**src/rtl/csr_unit.sv**
```systemverilog
// Machine-mode CSR file with trap entry, mret return and a registered one-cycle fetch redirect.
// Optional 64-bit mcycle counter at 0xB00/0xB80 is built when CSR_MCYCLE_EN is defined.
module csr_unit #(
    parameter logic [31:0] RESET_MTVEC = 32'h0000_0100
) (
    input  logic        clk,
    input  logic        rst,
    input  logic        cause_set,
    input  logic        mepc_set,
    input  logic        I_or_E,
    input  logic [3:0]  cause_in,
    input  logic [29:0] exception_intr_address_in,
    input  logic        is_mret,
    input  logic [31:0] irq_pc,
    input  logic        ext_irq,
    input  logic        csr_en,
    input  logic [1:0]  csr_op,
    input  logic [11:0] csr_addr,
    input  logic [31:0] csr_wdata,
    output logic [31:0] csr_rdata,
    output logic        csr_illegal,
    output logic        Take_trap,
    output logic        redirect,
    output logic [31:0] redirect_pc
);
    localparam logic [11:0] A_MSTATUS  = 12'h300;
    localparam logic [11:0] A_MIE      = 12'h304;
    localparam logic [11:0] A_MTVEC    = 12'h305;
    localparam logic [11:0] A_MSCRATCH = 12'h340;
    localparam logic [11:0] A_MEPC     = 12'h341;
    localparam logic [11:0] A_MCAUSE   = 12'h342;
    localparam logic [11:0] A_MIP      = 12'h344;
    localparam logic [11:0] A_MCYCLE   = 12'hB00;
    localparam logic [11:0] A_MCYCLEH  = 12'hB80;

    logic        mie_q, mpie_q, meie_q, meip_q;
    logic [29:0] mtvec_q, mepc_q;
    logic [31:0] mscratch_q, mcause_q;
    logic        redirect_q;
    logic [31:0] redirect_pc_q;
`ifdef CSR_MCYCLE_EN
    logic [63:0] mcycle_q;
`endif

    logic [31:0] rd_val, wr_val;
    logic        implemented, take_trap, do_trap, do_mret, do_wr;
    logic        unused_bits;

    // I_or_E is implied by which path (cause_set vs Take_trap) raised the trap.
    assign unused_bits = ^{irq_pc[1:0], I_or_E};

    always_comb begin
        rd_val      = '0;
        implemented = 1'b1;
        case (csr_addr)
            A_MSTATUS:  rd_val = {19'b0, 2'b11, 3'b0, mpie_q, 3'b0, mie_q, 3'b0};
            A_MIE:      rd_val = {20'b0, meie_q, 11'b0};
            A_MTVEC:    rd_val = {mtvec_q, 2'b00};
            A_MSCRATCH: rd_val = mscratch_q;
            A_MEPC:     rd_val = {mepc_q, 2'b00};
            A_MCAUSE:   rd_val = mcause_q;
            A_MIP:      rd_val = {20'b0, meip_q, 11'b0};
`ifdef CSR_MCYCLE_EN
            A_MCYCLE:   rd_val = mcycle_q[31:0];
            A_MCYCLEH:  rd_val = mcycle_q[63:32];
`endif
            default:    implemented = 1'b0;
        endcase
    end

    always_comb begin
        case (csr_op)
            2'b01:   wr_val = csr_wdata;
            2'b10:   wr_val = rd_val | csr_wdata;
            2'b11:   wr_val = rd_val & ~csr_wdata;
            default: wr_val = rd_val;
        endcase
    end

    // Exception beats interrupt beats mret beats CSR write; only one lands per cycle.
    assign take_trap = mie_q & meie_q & meip_q & ~cause_set & ~redirect_q;
    assign do_trap   = cause_set | take_trap;
    assign do_mret   = is_mret & ~do_trap;
    assign do_wr     = csr_en & (csr_op != 2'b00) & implemented & ~do_trap & ~is_mret;

    always_ff @(posedge clk) begin
        if (rst) begin
            mie_q         <= 1'b0;
            mpie_q        <= 1'b0;
            meie_q        <= 1'b0;
            meip_q        <= 1'b0;
            mtvec_q       <= RESET_MTVEC[31:2];
            mscratch_q    <= '0;
            mepc_q        <= '0;
            mcause_q      <= '0;
            redirect_q    <= 1'b0;
            redirect_pc_q <= '0;
        end else begin
            meip_q     <= ext_irq;
            redirect_q <= 1'b0;
            if (do_trap) begin
                mpie_q        <= mie_q;
                mie_q         <= 1'b0;
                redirect_q    <= 1'b1;
                redirect_pc_q <= {mtvec_q, 2'b00};
                if (cause_set) begin
                    mcause_q <= {28'b0, cause_in};
                    if (mepc_set)
                        mepc_q <= exception_intr_address_in;
                end else begin
                    mcause_q <= 32'h8000_000B;
                    mepc_q   <= irq_pc[31:2];
                end
            end else if (do_mret) begin
                mie_q         <= mpie_q;
                mpie_q        <= 1'b1;
                redirect_q    <= 1'b1;
                redirect_pc_q <= {mepc_q, 2'b00};
            end else if (do_wr) begin
                case (csr_addr)
                    A_MSTATUS: begin
                        mie_q  <= wr_val[3];
                        mpie_q <= wr_val[7];
                    end
                    A_MIE:      meie_q     <= wr_val[11];
                    A_MTVEC:    mtvec_q    <= wr_val[31:2];
                    A_MSCRATCH: mscratch_q <= wr_val;
                    A_MEPC:     mepc_q     <= wr_val[31:2];
                    A_MCAUSE:   mcause_q   <= wr_val;
                    default: ;
                endcase
            end
        end
    end

`ifdef CSR_MCYCLE_EN
    always_ff @(posedge clk) begin
        if (rst)
            mcycle_q <= '0;
        else if (do_wr && csr_addr == A_MCYCLE)
            mcycle_q[31:0] <= wr_val;
        else if (do_wr && csr_addr == A_MCYCLEH)
            mcycle_q[63:32] <= wr_val;
        else
            mcycle_q <= mcycle_q + 64'd1;
    end
`endif

    assign csr_rdata   = rd_val;
    assign csr_illegal = csr_en & ~implemented;
    assign Take_trap   = take_trap;
    assign redirect    = redirect_q;
    assign redirect_pc = redirect_pc_q;
endmodule

```
**config.mk**
```make
export PLATFORM = sky130hd
export DESIGN_NAME = csr_unit
export DESIGN_NICKNAME = d
export VERILOG_FILES = /design/src/rtl/csr_unit.sv
export SDC_FILE = /design/constraint.sdc
export NUM_CORES = 1
export LEC_CHECK = 0
export BUFFER_PORTS_ARGS = -buffer_cell sky130_fd_sc_hd__buf_2
export CORE_MARGIN = 3
export CORE_UTILIZATION = 49
export CTS_BUF_LIST = sky130_fd_sc_hd__clkbuf_2
export DETAILED_ROUTE_END_ITERATION = 6
export PLACE_DENSITY = 0.75
export SETUP_SLACK_MARGIN = 0.15
export SLEW_MARGIN = 0
export SYNTH_ARGS = -nofsm -noshare
export SYNTH_HDL_FRONTEND = slang
export SYNTH_SLANG_ARGS = --single-unit
```
**constraint.sdc**
```tcl
create_clock -name clk -period 6.06 [get_ports clk]
set_input_delay 0.303 -clock clk [delete_from_list [all_inputs] [get_ports clk]]
set_output_delay 0.303 -clock clk [all_outputs]
set_load 0.005 [all_outputs]
```
==> results.txt, run 1 <==
EDFF count, synth -> 0
DP HPWL -> 17200 um
Drt pass-1 iters -> 5
Final Critical Period -> 3420 ps
Row count -> 48
Die area -> 0.0196 mm2
Synth Flop Type -> dfxtp_1
Setup Skew -> 26.8 ps
Worst Path Required -> 6780 ps
Register area -> 0.00318 mm2
Worst path cell trace -> nand4b_1, nand2_1, buf_4, a41oi_1, nor3_2, buf_4, a32o_1, dlygate4sd3_1
Vias in the first global route -> 9138
Synth unique cells -> 65
CP Class -> register to register
Routed len/inst -> 20.9 um
Flops & latches, synth -> 159
Hold WC Path Type -> input pin to register
GRT overflow -> 0
GRT Util Overall -> 30.4%
Initial antenna violation count -> 1
Crit path max-delay family -> buffers and inverters
Vias/cell -> 6.28
CTS tree -> built
FFs w/ async S/R, synth -> 0%
Setup Buffers After CTS -> 0
Final setup vio count -> 0
Clk slew on worst S/H paths -> 240 ps
Worst path slowest cell -> nor3_2
Clock Tree Root -> clkbuf_2
P&R area growth vs syn -> 26.1%
RSZ-0062 raised after global routing -> false
Nets -> 1351
WL final -> 30700 um
Ys Warns -> 0
Pwr per Cell Area -> 201 mW/mm2
Synthesized netlist cell count -> 1004
Crit-path max cell delay -> 830 ps
First-pass GRT wire length -> 48100 um
Leak -> 0.00482 uW
Dpl cells -> 1332
H-tree lvl count -> 4
WP data arrival -> 4140 ps
First DRT Iteration DRCs -> 1004
Final TNS setup -> 0 ps
Worst hold path cell count -> 6
Slew @ Worst Pin -> 1250 ps
Outcome -> finished, final reports clean
Dominant cell type by count on the critical path -> buf_4
Die X -> 140 um
Worst Setup End Kind -> register
Most frequent cells in the layout -> buf_2, dfxtp_1, a22o_1
Share of post-route cells with drive strength above 1 -> 22.7%
Reg2Reg Setup Slack -> 2640 ps
Total core area -> 0.0174 mm2
IO Port Bufs -> 181
Fin. Hold Viols -> 0
Tcrit/Tclk final -> 56.4%
Clock Latency Late Sink -> 780 ps
Multi-input gate area -> 0.00508 mm2
Mapped cell area -> 0.00879 mm2
Sequential share of the synthesized area -> 36.2%
Max Slew Vio Count -> 0
Initial core utilization -> 50.5%
Critical-path maximum fanout -> 33
WP buf/inv -> 3
Crit start category -> register
Max rail drop VDD -> 121 uV
Drt drc -> 0
Antenna Nets Post-Route -> 0
Fillers -> 1472
Syn Area/Cell -> 8.75 um2
CTS max path bufs -> 2
Max_slew headroom -> 16.5%
Clock tree sinks -> 159
I/O pin count -> 187
Die Span Y -> 140 um
Post-CTS resize count -> 0
Finished Layout Cells -> 1470
Fmax -> 293 MHz
# Max-Cap Violations -> 0
Vias -> 9225
Crit. path cell count -> 8
R2R cell count -> 8
Total CTS buffers -> 17
Commonest non-fill, non-tap cell in the layout -> buf_2
Largest net degree at the start of global routing -> 62
Final Wtd Congestion -> 0.884
power breakdown:
| part | switching, uW | leakage (uW) | internal (uW) |
|---|---|---|---|
| sequential | 18.8 | 0.00129 | 1070 |
| clock | 398 | 0.000188 | 356 |
| combinational | 209 | 0.00334 | 173 |
final cells by class:
type / instances / area share (%)
Antenna cell: 1 / 0.0226
Sequential cell: 159 / 28.7
Timing Repair Buffer: 304 / 18.9
Clock buffer: 18 / 0.813
Multi-Input combinational cell: 718 / 45.8
Inverter: 31 / 1.05
Tap cell: 225 / 2.54
Clock inverter: 14 / 2.15
kinds of logic after synthesis:
kind of cell	count (synthesis)	share of synthesized area, %
xor gates and xnor gates	32	3.19
buffers and inverters	128	6.48
AOI/OAI and AO/OA	373	32.3
muxes	64	7.63
and+or+nand+nor	247	14.1
other	1	0.0427
DFF	159	36.2
synth_stat cells (29+ instances only):
cell,n,share of area (%)
a211oi_1,33,2.8
a21oi_1,34,1.9
a22o_1,110,11
a22oi_1,49,4.2
a32o_1,29,3.3
buf_2,29,1.7
clkbuf_1,47,2.0
dfxtp_1,159,36
inv_1,29,1.2
mux2i_1,40,4.6
nand2_1,94,4.0
nor2_1,60,2.6
o21ai_0,58,3.3
xnor2_1,31,3.1
state kept, by name (all words and copies together), names as in the netlist:
signal / flops
mie_q: 1
meie_q: 1
mcause_q: 32
redirect: 1
meip_q: 1
mtvec_q: 30
mepc_q: 30
mpie_q: 1
mscratch_q: 32
redirect_pc: 30
per-layer routing:
metal	vias up	GRT usage, %	wire (um)
met4	0	11.5	711
li1	4242	-	-
met2	491	50.5	14500
met1	4420	38.9	12500
met5	-	0	0
met3	72	6.62	2880
worst min-delay path: stages:
cell,delay [ps]
buf_2,80
nor3_1,60
nand2_1,90
nor4_1,70
mux2i_1,140
nor2_1,50
path summary, 6_finish.rpt:
check / startpoint / to
max reg2reg: mie_q$_SDFFE_PP0P_ / mepc_q[15]$_SDFFE_PP0P_
min: csr_addr[7] / meie_q$_SDFFE_PP0P_
min reg2reg: mcause_q[3]$_SDFFE_PP0P_ / mcause_q[3]$_SDFFE_PP0P_
max: mie_q$_SDFFE_PP0P_ / mepc_q[15]$_SDFFE_PP0P_
repair_timing:
action | 4_1_cts | 5_1_grt
setup endpoints to repair | 0 | 0
hold endpoints to repair | 104 | 0
hold buffers | 105 | 0
stage by stage:
| stage | hold WS, ps | util (%) | total power (uW) | area (um2) | setup slack, ps |
|---|---|---|---|---|---|
| 2_1_floorplan | 431 | - | 1310 | 8790 | 3910 |
| 3_3_place_gp | 455 | 55.7 | 1420 | 9700 | 2780 |
| 3_5_place_dp | 460 | 55.7 | 1420 | 9700 | 2750 |
| 4_1_cts | 23.4 | 63.6 | 2220 | 11100 | 2760 |
| 5_1_grt | 64.8 | 63.6 | 2310 | 11100 | 2570 |
| 6_report | 34.8 | 63.6 | 2230 | 11100 | 2640 |
No activity file was read; power rests on OpenSTA's default activity.
==> run 2: changes to the inputs <==
Clock period 6.06 ns to 3.22 ns, I/O delays scaled along.
==> run 2 against run 1 <==
- hold slack improved by 31 ps
- register-to-register slack worse by 2400 ps
- clock power increased by 91%
- clock skew fell by 8.9 ps
- final cell count is 2.2% higher
- largest power group unchanged
- die area unchanged
- largest cell class unchanged
==> results.txt, run 2 (same netlist as run 1, synthesis figures left out) <==
Drt drc -> 0
Combinational share of power -> 17.9%
# Max-Cap Violations -> 0
Total core area -> 0.0174 mm2
Clock Latency Late Sink -> 700 ps
First DRT Iteration DRCs -> 1019
Crit start category -> input pin
Outcome -> finished, final reports clean
Antenna Nets Post-Route -> 0
Routed len/inst -> 21.0 um
Critical-path maximum fanout -> 7
Largest net degree at the start of global routing -> 51
Commonest non-fill, non-tap cell in the layout -> buf_2
Setup slack after layout -> 211 ps
Final Critical Period -> 3010 ps
Switching Power -> 1150 uW
Register area -> 0.00318 mm2
GRT overflow -> 0
Slew @ Worst Pin -> 1160 ps
Clk slew on worst S/H paths -> 220 ps
Setup Skew -> 18.0 ps
Worst hold start -> csr_addr[3]
Final Wtd Congestion -> 0.919
Vias/cell -> 6.38
I/O pin count -> 187
Total CTS buffers -> 17
Die X -> 140 um
Clock share of power -> 33.8%
WL final -> 31500 um
Final TNS setup -> 0 ps
P&R area growth vs syn -> 30.2%
R2r startpoint -> mie_q$_SDFFE_PP0P_
Share of power burned in registers -> 48.4%
CP Class -> input pin to register
Die Span Y -> 140 um
Fillers -> 1388
Worst hold margin -> 66.0 ps
Share of post-route cells with drive strength above 1 -> 22.7%
Worst hold path cell count -> 6
Initial antenna violation count -> 1
Reg2Reg Setup Slack -> 220 ps
Setup Buffers After CTS -> 0
Clock tree sinks -> 159
Sw Share -> 27.1%
Fin. Hold Viols -> 0
Clock Tree Root -> clkbuf_2
Fmax -> 332 MHz
Hold WC Path Type -> input pin to register
RSZ-0062 raised after global routing -> false
Utilization after layout -> 65.7%
Hold EP -> mpie_q$_SDFFE_PP0P_
Worst r2r dst -> mepc_q[13]$_SDFFE_PP0P_
Die area -> 0.0196 mm2
P_int -> 3100 uW
CTS tree -> built
Max rail drop VDD -> 215 uV
IO Port Bufs -> 181
Max_slew headroom -> 22.5%
R2R cell count -> 8
DP Worst Slack -> 586 ps
First-pass GRT wire length -> 49300 um
Worst Path Required -> 3880 ps
Initial core utilization -> 50.5%
H-tree lvl count -> 4
Drt pass-1 iters -> 6
CTS max path bufs -> 2
WP data arrival -> 3670 ps
Row count -> 48
DP HPWL -> 18800 um
Final setup vio count -> 0
Pwr per Cell Area -> 372 mW/mm2
Vias -> 9592
Most frequent cells in the layout -> buf_2, dfxtp_1, dlygate4sd3_1
Max Slew Vio Count -> 0
Final total power -> 4260 uW
Nets -> 1385
Vias in the first global route -> 9398
Top flop regs -> mcause_q x32, mscratch_q x32
GRT Util Overall -> 30.9%
Tcrit/Tclk final -> 93.5%
Worst Setup End Kind -> register
Leak -> 0.00499 uW
Multi-input gate area -> 0.00509 mm2
==> run 2: changes by cell type in the layout (fill, tap and decap cells not counted), sizes merged <==
cell,before,now
clkinv,8,9
clkinvlp,1,0
buf,199,209
bufinv,6,7
clkbuf,18,17
inv,30,29
dlygate4sd3,105,129
==> run 2: per-stage QoR <==
step,cell area [um2],std cells
floorplan,8790,1005
global placement,9800,1342
detailed placement,9800,1342
CTS,11400,1501
global route,11400,1503
finish,11400,1503
==> run 2: area by class of cell <==
| cell class | count | area share [%] |
|---|---|---|
| sequential | 159 | 27.8 |
| multi-input combinational | 718 | 44.5 |
| clock inverter | 14 | 2.14 |
| inverter | 31 | 1.02 |
| tap | 225 | 2.46 |
| antenna | 1 | 0.0219 |
| clock buffer | 17 | 0.744 |
| timing repair buffer | 338 | 21.3 |
==> run 2: worst max path at each step <==
stage	start	to	slack, ps
6_report	csr_addr[7]	mepc_q[10]$_SDFFE_PP0P_	210
5_1_grt	mie_q$_SDFFE_PP0P_	mepc_q[3]$_SDFFE_PP0P_	140
4_1_cts	mie_q$_SDFFE_PP0P_	mepc_q[11]$_SDFFE_PP0P_	170
3_5_place_dp	csr_addr[1]	mcause_q[23]$_SDFFE_PP0P_	590
3_3_place_gp	csr_addr[1]	mcause_q[26]$_SDFFE_PP0P_	690
2_1_floorplan	csr_addr[1]	mscratch_q[31]$_SDFFE_PP0P_	1220
==> run 2: what timing repair did <==
| action | CTS | global route |
|---|---|---|
| endpoints found under the hold margin | 122 | 1 |
| resized for setup | 0 | 3 |
| hold buffers | 128 | 1 |
| setup endpoints to repair | 0 | 17 |
==> run 2: power by group through the flow <==
stage / logic (uW) / registers, uW / clock network, uW
after floorplan: 371 / 2090 / 0
after global placement: 578 / 2090 / 0
after detailed placement: 590 / 2100 / 0
after CTS: 729 / 2060 / 1450
after global routing: 815 / 2070 / 1530
final: 760 / 2060 / 1440
==> run 2: worst max-delay path, cell delays in order <==
cell	delay [ps]
dlygate4sd3_1	540
buf_2	130
or3_1	530
nor2_1	210
buf_4	170
o21ai_0	170
a32oi_2	310
o2111ai_1	180
dlygate4sd3_1	620
o21ai_0	80
dlygate4sd3_1	580
==> run 2: metal layers <==
layer / vias up / global-route usage (%) / share of wire, %
met3: 87 / 7.31 / 10
met4: 0 / 11.2 / 2.7
met2: 591 / 50.7 / 47
li1: 4318 / - / -
met5: - / 0 / 0
met1: 4596 / 40.0 / 40
==> run 3: changes to the inputs <==
Settings changed: CORE_ASPECT_RATIO set to 2.
==> run 3 against run 2 <==
- first-iteration DRC count shrank 31%
- maximum frequency grew 0.33%
- final cell count shrank 1.6%
- critical path depth is the same
- sequential power is essentially flat
- clock power shrank 18%
- non-clock buffer count shrank 10
- power shrank 6.5%
- clock skew grew 14 ps
- sequential share of layout area grew 0.53 points
- hold slack lost 21 ps
- critical endpoint unchanged
==> results.txt, run 3 (same netlist as run 1, synthesis figures left out) <==
Share of post-route cells with drive strength above 1 -> 22.9%
Total CTS buffers -> 17
Worst Setup End Kind -> register
P&R area growth vs syn -> 27.8%
Setup Skew -> 32.3 ps
Pwr per Cell Area -> 355 mW/mm2
Leak -> 0.00487 uW
Nets -> 1375
Drt drc -> 0
CP Class -> input pin to register
Largest net degree at the start of global routing -> 61
Vias/cell -> 6.32
Die area -> 0.0197 mm2
Drt pass-1 iters -> 6
GRT Util Overall -> 31.4%
Utilization after layout -> 64.4%
Vias in the first global route -> 9473
WL final -> 31500 um
H-tree lvl count -> 4
IO Port Bufs -> 181
I/O pin count -> 187
# Max-Cap Violations -> 0
WP data arrival -> 3700 ps
Final TNS setup -> 0 ps
Outcome -> finished, final reports clean
Clock tree sinks -> 159
Initial antenna violation count -> 1
Slew @ Worst Pin -> 1160 ps
First-pass GRT wire length -> 49100 um
Worst Path Required -> 3920 ps
DP HPWL -> 20100 um
Clock Tree Root -> clkbuf_2
Fmax -> 333 MHz
Die X -> 101 um
Tcrit/Tclk final -> 93.2%
Metal3 WL -> 2330 um
Max Slew Vio Count -> 0
Total core area -> 0.0174 mm2
Max_slew headroom -> 22.9%
Hold WC Path Type -> input pin to register
Most frequent cells in the layout -> buf_2, dfxtp_1, dlygate4sd3_1
CTS max path bufs -> 2
Critical-path maximum fanout -> 24
Commonest non-fill, non-tap cell in the layout -> buf_2
GRT overflow -> 0
First DRT Iteration DRCs -> 707
Initial core utilization -> 50.4%
Vias -> 9342
Fin. Hold Viols -> 0
Setup Buffers After CTS -> 0
Clock Latency Late Sink -> 720 ps
Met2 WL -> 16400 um
Row count -> 68
RSZ-0062 raised after global routing -> true
Final Wtd Congestion -> 0.968
Clk slew on worst S/H paths -> 260 ps
Met1 wire length -> 11000 um
Max rail drop VDD -> 269 uV
CTS tree -> built
Antenna Nets Post-Route -> 0
Top Metal Used -> met4
Die Span Y -> 195 um
Top flop regs -> mcause_q x32, mscratch_q x32
Crit start category -> input pin
Routed len/inst -> 21.3 um
Worst hold margin -> 44.9 ps
Final Critical Period -> 3000 ps
Final setup vio count -> 0
[run 3: cell count changes in the layout (fill, tap and decap cells not counted), sizes merged]
cell         change
inv              +2
bufinv           -4
clkinvlp         +1
clkbuf           +1
dlygate4sd3     -10
clkinv           +1
[run 3: where the power goes]
group	switching [uW]	total (uW)	internal [uW]
clock	740	1180	437
sequential	37.0	2060	2020
combinational	400	744	345
total	1180	3980	2800
[run 3: cell type report]
| cell class | count | area [um2] |
|---|---|---|
| fillers | 1446 | 6220 |
| inverters | 31 | 116 |
| clock buffers | 18 | 90.1 |
| flip-flops and latches | 159 | 3180 |
| repair buffers | 328 | 2310 |
| diodes | 1 | 2.50 |
| multi-input cells | 718 | 5090 |
| clock inverters | 14 | 166 |
| well taps | 210 | 263 |
[run 3: repair_timing]
action,4_1_cts,5_1_grt
endpoints found under the hold margin,122,0
gates resized for setup,0,4
endpoints found under the setup margin,0,17
hold buffers,119,0
[run 3: worst paths after layout]
path                            slack [ps]                 endpoint  depth (start not counted)                    start
worst min-delay path                    40      mpie_q$_SDFFE_PP0P_                          6              csr_addr[2]
worst min register to register         490  mtvec_q[6]$_SDFFE_PP1P_                          2  mtvec_q[6]$_SDFFE_PP1P_
worst max register to register         310  mepc_q[20]$_SDFFE_PP0P_                          8       mie_q$_SDFFE_PP0P_
worst max-delay path                   220  mepc_q[10]$_SDFFE_PP0P_                         11              csr_addr[3]
[run 3: layer usage]
metal / vias up / global-route usage, %
li1: 4293 / -
met1: 4443 / 33.8
met2: 493 / 56.3
met3: 113 / 4.54
met4: 0 / 18.4
met5: - / 0
[run 3: per-stage QoR]
step	power, uW	instance area, um2	instances	setup slack (ps)
5_1_grt	4140	11200	1479	123
4_1_cts	3970	11200	1478	164
6_report	3980	11200	1479	220
2_1_floorplan	2460	8790	1005	1220
3_5_place_dp	2690	9750	1327	471
3_3_place_gp	2680	9750	1327	537
[run 3: worst max-delay path, cell delays in order]
cell           delay (ps)
dlygate4sd3_1         530
buf_2                 190
or3b_4                460
nor4_4                170
buf_6                 290
nand3b_1              180
a32oi_2               330
o2111ai_1             160
dlygate4sd3_1         580
o21ai_0                70
dlygate4sd3_1         570
